==> config.mk <==
export PLATFORM = sky130hd
export DESIGN_NAME = slice_sequencer
export DESIGN_NICKNAME = d
export VERILOG_FILES = /design/src/rtl/slice_sequencer.sv
export SDC_FILE = /design/constraint.sdc
export NUM_CORES = 1
export LEC_CHECK = 0
export ABC_AREA = 1
export CORE_ASPECT_RATIO = 1.5
export CORE_MARGIN = 5
export CORE_UTILIZATION = 48
export DETAILED_ROUTE_END_ITERATION = 12
export GPL_TIMING_DRIVEN = 0
export PLACE_DENSITY = 0.81
export SETUP_SLACK_MARGIN = 0.4
export SYNTH_ARGS = -nofsm -noshare
export SYNTH_HDL_FRONTEND = slang
export SYNTH_SLANG_ARGS = --single-unit
==> constraint.sdc <==
create_clock -name clk -period 2.06 [get_ports clk]
set_clock_uncertainty 0.1 [all_clocks]
set_input_delay 0.309 -clock clk [delete_from_list [all_inputs] [get_ports clk]]
set_output_delay 0.309 -clock clk [all_outputs]
set_load 0.02 [all_outputs]
==> src/rtl/slice_sequencer.sv <==
// slice_sequencer: takes one job (word, base, stride, count, direction) and
// streams count fixed-width slices of the word over a valid/ready handshake.
// Slice indices wrap modulo DATA_W in both directions.
//
// state | meaning
// ------+---------------------------------------------------------------
// IDLE  | waiting for a job; in_ready=1, out_valid=0
// EMIT  | presenting a slice; out_valid=1, busy=1, advances on out_ready
module slice_sequencer #(
    parameter int DATA_W  = 8,
    parameter int SLICE_W = 4,
    parameter int CNT_W   = 4,
    parameter int IDX_W   = $clog2(DATA_W)
) (
    input  logic               clk,
    input  logic               rst_n,
    input  logic               in_valid,
    output logic               in_ready,
    input  logic [DATA_W-1:0]  in_data,
    input  logic [IDX_W-1:0]   in_base,
    input  logic [IDX_W-1:0]   in_stride,
    input  logic [CNT_W-1:0]   in_count,
    input  logic               in_dir,
    output logic               out_valid,
    input  logic               out_ready,
    output logic [SLICE_W-1:0] out_slice,
    output logic [IDX_W-1:0]   out_index,
    output logic               out_last,
    output logic               busy
);

    localparam logic [0:0] IDLE = 1'b0;
    localparam logic [0:0] EMIT = 1'b1;

    logic [0:0]        state;
    logic [DATA_W-1:0] word_q;
    logic [IDX_W-1:0]  stride_q;
    logic [CNT_W-1:0]  remaining_q;
    logic              dir_q;

    logic              accept;
    logic              start_job;
    logic              advance;
    logic              finish;
    logic [IDX_W-1:0]  next_idx;

    // The word is doubled so a slice that runs off either end reads the
    // wrapped bits straight out of the upper copy; a minus select is taken
    // from the upper copy so its low end never goes below bit 0.
    function automatic logic [SLICE_W-1:0] select_slice(
        input logic [DATA_W-1:0] word,
        input logic [IDX_W-1:0]  idx,
        input logic              dir
    );
        logic [2*DATA_W-1:0] doubled;
        logic [IDX_W:0]      top;
        doubled = {word, word};
        top     = {1'b0, idx} + (IDX_W+1)'(DATA_W);
        if (dir)
            return doubled[top -: SLICE_W];
        else
            return doubled[{1'b0, idx} +: SLICE_W];
    endfunction

    assign in_ready  = (state == IDLE);
    assign out_valid = (state == EMIT);
    assign busy      = (state == EMIT);

    assign accept    = in_valid & in_ready;
    assign start_job = accept && (in_count != '0);
    assign advance   = out_valid & out_ready;
    assign finish    = advance && (remaining_q == CNT_W'(1));
    assign next_idx  = dir_q ? (out_index - stride_q) : (out_index + stride_q);

    // State transitions: a zero-count job is swallowed without leaving IDLE.
    always_ff @(posedge clk or negedge rst_n) begin
        if (!rst_n) begin
            state <= IDLE;
        end else begin
            case (state)
                IDLE:    if (start_job) state <= EMIT;
                EMIT:    if (finish)    state <= IDLE;
                default: state <= IDLE;
            endcase
        end
    end

    // Job registers: captured on accept, remaining counts down per handshake.
    always_ff @(posedge clk or negedge rst_n) begin
        if (!rst_n) begin
            word_q      <= '0;
            stride_q    <= '0;
            remaining_q <= '0;
            dir_q       <= 1'b0;
        end else if (start_job) begin
            word_q      <= in_data;
            stride_q    <= in_stride;
            remaining_q <= in_count;
            dir_q       <= in_dir;
        end else if (advance) begin
            remaining_q <= remaining_q - CNT_W'(1);
        end
    end

    // Output registers: load the first slice on accept, the next on each
    // non-final handshake, and hold otherwise so stalls see stable data.
    always_ff @(posedge clk or negedge rst_n) begin
        if (!rst_n) begin
            out_slice <= '0;
            out_index <= '0;
            out_last  <= 1'b0;
        end else if (start_job) begin
            out_slice <= select_slice(in_data, in_base, in_dir);
            out_index <= in_base;
            out_last  <= (in_count == CNT_W'(1));
        end else if (advance && !finish) begin
            out_slice <= select_slice(word_q, next_idx, dir_q);
            out_index <= next_idx;
            out_last  <= (remaining_q == CNT_W'(2));
        end
    end

endmodule

## Yosys cells after proc, flatten, opt, wreduce, memory -nomap -nowiden

Cells that the tools add are included.

- Register bits: 25
- Output and inout bits: 11
- Word-level logic and storage cells: 44

- Add/subtract/negate cells: 5
- Equal/unequal tests: 3
- Shift-type cells: 4
- Muxes and demuxes: 14
- Bitwise operators: 3
- Reductions and logical operators: 7

Operators with widths:

| kind | count |
|---|---|
| indexed part select 19 x 5 -> 4 bit | 2 |
| indexed part select 16 x 4 -> 4 bit | 2 |
| two-way mux 4 bit | 6 |
| two-way mux 3 bit | 3 |
| adder 3 x 4 -> 4 bit, second input constant | 2 |
| == test 4 x 1 -> 1 bit, second input constant | 2 |
| == test 4 x 2 -> 1 bit, second input constant | 1 |
| two-way mux 1 bit | 4 |
| nonzero test 2 bit | 2 |
| nonzero test 4 bit | 1 |
| subtractor 4 x 1 -> 4 bit, second input constant | 1 |
| adder 3 bit | 1 |
| logical AND 1 bit | 3 |
| subtractor 3 bit | 1 |
| AND 1 bit | 2 |
| one-hot mux 1 bit (2 select lines) | 1 |
| logical NOT 1 bit | 1 |
| inverter 1 bit | 1 |

## Longest topological paths before layout

- Depth in word-level cells: 7
- Gate-level depth with buffers: 16

## Least setup slack after synthesis

No wires, ideal clock.

- Kind: register to register
- Start point: reg stride_q[0]
- End point: reg out_slice[0]
- Setup time: 117 ps
- Arrival time: 1967 ps
- Path slack: -124 ps
- Stages on the path, launching flop included: 14
- Path buffers: 1
- Cells stage by stage: dfrtp_1 > inv_1 > ha_1 > nand2_1 > o21ai_0 > fa_1 > buf_2 > nand3_1 > o21ai_0 > nand3_1 > nand3_1 > nand2_1 > nor2_1 > nor2_1

- Cells in the longest elaborated chain, start to end: 7

RTL lines:

| what | RTL line | text |
|---|---|---|
| from (decl) | 37 | `logic [IDX_W-1:0] stride_q;` |
| from (signal assigned) | 97 | `stride_q <= in_stride;` |
| adder 3 bit / subtractor 3 bit (equally long branches) | 73 | `assign next_idx = dir_q ? (out_index - stride_q) : (out_index + stride_q);` |
| two-way mux 3 bit (*) | 73 |  |
| adder 3 x 4 -> 4 bit | 58 | `top = {1'b0, idx} + (IDX_W+1)'(DATA_W);` |
| indexed part select 19 x 5 -> 4 bit | 60 | `return doubled[top -: SLICE_W];` |
| two-way mux 4 bit (*) | 59 | `if (dir)` |
| two-way mux 4 bit (*) | 116 | `end else if (advance && !finish) begin` |
| two-way mux 4 bit (*) | 112 | `end else if (start_job) begin` |
| to (signal assigned) | 113 | `out_slice <= select_slice(in_data, in_base, in_dir);` |
| to (signal assigned) | 117 | `out_slice <= select_slice(word_q, next_idx, dir_q);` |
| to (decl) | 26 | `output logic [SLICE_W-1:0] out_slice,` |

Every way passes the cells marked *; elsewhere a longest branch is shown, timed or not. The select of a mux whose other input is x is not followed.
A chain may end at the register's enable or synchronous reset.

## Worst setup path after layout

- Start point: reg stride_q[0]
- End point: reg out_slice[3]

The elaborated chain is that of the path after synthesis.

==> impl_results.rst <==
.. list-table::
   :header-rows: 1

   * - Metric
     - Value
   * - Run status
     - complete, but fails checks
   * - Violated checks
     - setup timing
   * - Cells traversed along the worst timing path
     - inv_2 > ha_4 > nand2_2 > o21ai_2 > fa_2 > buf_6 > nand3_2 > o21ai_2 > nand3_2 > nand2_2 > nand2_2 > nand2_2 > o21ai_2
   * - Relative slew margins
     - 0.2707
   * - Post-detailed-route DRC marker count
     - 0
   * - Critical Path AT
     - 2.31 ns
   * - Bufs and invs on worst path
     - 2
   * - Total wirelength of the detailed-routed design
     - 5412 um
   * - Aggregate global-route resource usage
     - 0.2162
   * - Width of the die
     - 61.95 um
   * - Count of nets left with antenna violations after detail routing
     - 0
   * - Critical Path Source Type
     - register
   * - Netlist Area Pre-Place
     - 0.001943 sq mm
   * - Floorplan Core Area
     - 0.003924 sq mm
   * - Predominant post-synthesis flop cell
     - sky130_fd_sc_hd__dfrtp_1
   * - Average wire per standard cell
     - 13.88 um
   * - Capturing element type of the critical path
     - register
   * - Routability cong.
     - 0.9453
   * - Most used cells in the layout excluding fill and tap cells
     - 103 x sky130_fd_sc_hd__nand2_1, 46 x sky130_fd_sc_hd__nand3_1, 25 x sky130_fd_sc_hd__inv_1
   * - Highest achievable clock rate
     - 0.4446 GHz
   * - Tcrit/Tclk final
     - 1.092
   * - Post-synthesis area per instance
     - 6.477 sq um
   * - Via count
     - 2158
   * - Initial standard-cell utilization of the core
     - 0.4952
   * - Wire length of the first global-routing pass
     - 8880 um
   * - Share of flip-flops with an asynchronous set or reset after synthesis
     - 1.000
   * - Chip height
     - 87.93 um
   * - Hold-fix buffers at CTS
     - 0
   * - CTS Buf Count
     - 3
   * - Layout overhead on the synthesized area
     - 34.13%
   * - Count of flip-flops with a built-in enable after synthesis
     - 0
   * - Std cell rows
     - 28
   * - Kind of cell adding the most delay to the critical path
     - adder cells
   * - Final Max Slew Viols
     - 0
   * - Post-place setup slack
     - -0.2573 ns
   * - Final #Nets
     - 375
   * - Max Buffers Root-to-Sink
     - 2
   * - Required time reported for the critical path endpoint
     - 2.13 ns
   * - Total global routing overflow
     - 0
   * - Period minus WS final
     - 2.249 ns
   * - Slowest library cell on the worst path
     - sky130_fd_sc_hd__fa_2
   * - Vias in the first global route
     - 2098
   * - Sequential fraction of the synthesis area
     - 0.3220
   * - Critical Setup Path Class
     - register to register
   * - Clock tree root buffer cell
     - sky130_fd_sc_hd__clkbuf_8
   * - Maximum number of pins on one net before global-route repair
     - 26
   * - CTS HTree Levels
     - 1
   * - Final Hold Viols
     - 0
   * - Final number of setup-violating endpoints
     - 5
   * - Final worst-path setup slack
     - -0.1891 ns
   * - Library cell appearing most often on the critical path
     - sky130_fd_sc_hd__nand2_2
   * - Highest net fanout along the worst path
     - 5
   * - CP peak stage delay
     - 0.60 ns
   * - Max_cap viols
     - 0
   * - Leading cell type in the layout, fill and taps excluded
     - sky130_fd_sc_hd__nand2_1
   * - I/O pins
     - 34
   * - Worst-margin pin slew
     - 1.092 ns
   * - Hold crit path type
     - input port to async pin
   * - DRC violation total after the first TritonRoute iteration
     - 121
   * - Number of flip-flops and latches in the synthesized netlist
     - 25
   * - Library cells used by synthesis
     - 26
   * - Clock Sinks
     - 25
   * - Vias per Instance
     - 5.533
   * - Detailed Routing Iterations Pass 1
     - 4
   * - Final HPWL DP
     - 3986 um
   * - Number of antenna violations at the first check in global routing
     - 0
   * - RSZ-0062 raised after global routing
     - true
   * - Clock tree from TritonCTS
     - built
   * - Ant. Diodes
     - 0
   * - Post-Synthesis Net Count
     - 329
   * - Yosys Warn Count
     - 0
   * - Count of port buffers added during placement
     - 30
   * - Post-CTS clock slew at the launch and capture registers of the worst setup and hold paths
     - 0.08 ns
   * - Post-Syn Instances
     - 300
   * - Fraction of layout instances using a drive strength above 1
     - 0.2319
   * - Worst-skew pair later-pin latency
     - 0.27 ns
   * - Die area
     - 0.005447 sq mm
## path summary, 6_finish.rpt
kind	startpoint	to	slack, ns	cells past startpoint
max	stride_q[0]	out_slice[3]	-0.19	13
min	rst_n	remaining_q[2]	0.14	1
max reg2reg	stride_q[0]	out_slice[3]	-0.19	13
min reg2reg	out_slice[2]	out_slice[2]	0.38	2
max in group asynchronous	rst_n	busy	0.99	1
min in group clk	in_base[0]	out_index[0]	0.30	3
## flip-flops by register name (all words and copies together), names as in the netlist
register     count
dir_q            1
word_q           8
stride_q         3
out_index        3
out_last         1
busy             1
remaining_q      4
out_slice        4
## cell usage after synthesis (2+ instances only)
master                     number  area share
sky130_fd_sc_hd__nand2_1      119        0.23
sky130_fd_sc_hd__nand3_1       56        0.14
sky130_fd_sc_hd__inv_1         28       0.054
sky130_fd_sc_hd__dfrtp_1       25        0.32
sky130_fd_sc_hd__o21ai_0       14       0.036
sky130_fd_sc_hd__nor2_1        10       0.019
sky130_fd_sc_hd__o21ai_1        6       0.015
sky130_fd_sc_hd__buf_2          5       0.013
sky130_fd_sc_hd__ha_1           5       0.032
sky130_fd_sc_hd__o211ai_1       5       0.019
sky130_fd_sc_hd__buf_4          4       0.015
sky130_fd_sc_hd__inv_4          3      0.0097
sky130_fd_sc_hd__nand2_4        3       0.017
sky130_fd_sc_hd__inv_2          2      0.0039
sky130_fd_sc_hd__nand2_2        2      0.0064
sky130_fd_sc_hd__nor2_2         2      0.0064
sky130_fd_sc_hd__xor2_1         2      0.0090
## area by class of cell
type	count	area, sq um
tap	45	56.30
fill	360	1318
clock buffer	4	45.04
timing repair buffer	41	401.6
sequential	25	628.1
buffer	9	67.56
multi-input combinational	233	1274
inverter	33	133.9
## cell families (layout without fill, tap and decap cells)
logic type               count (synthesis)  in the layout  share of synthesized area
AO/OA/AOI/OAI                           29             29                    0.08822
XOR/XNOR                                 3              3                    0.01352
adder cells (fa/ha/maj)                  6              6                    0.04250
buffers and inverters                   42             87                    0.09594
flip-flops                              25             25                     0.3220
AND/OR/NAND/NOR                        195            195                     0.4379
## what timing repair did
| action | in CTS | in global routing |
|---|---|---|
| gates cloned | 1 | 0 |
| pin swaps | 17 | 27 |
| resized for setup | 26 | 36 |
| buffers inserted | 8 | 2 |
| setup endpoints to repair | 11 | 28 |
## per-stage QoR
stage	cell area (sq um)	util	std cells	hold WS (ns)	TNS [ns]
2_1_floorplan	1949	-	300	-0.08659	0
3_3_place_gp	2306	0.5877	375	0.3669	-0.8912
3_5_place_dp	2306	0.5877	375	0.3704	-0.9897
4_1_cts	2479	0.6317	388	0.2999	-0.7099
5_1_grt	2606	0.6642	390	0.2411	-1.284
6_report	2606	0.6642	390	0.1371	-0.7116
## routing by layer
layer | vias to the layer above | share of wire | GRT usage
met2 | 63 | 0.53 | 0.3745
met1 | 1012 | 0.39 | 0.2477
met5 | - | 0 | 0
met4 | 0 | 0.043 | 0.1158
li1 | 1063 | - | -
met3 | 20 | 0.038 | 0.02655
Power is not shown: default switching activity piles up to over one toggle a cycle in this logic, so the estimate is an artifact.
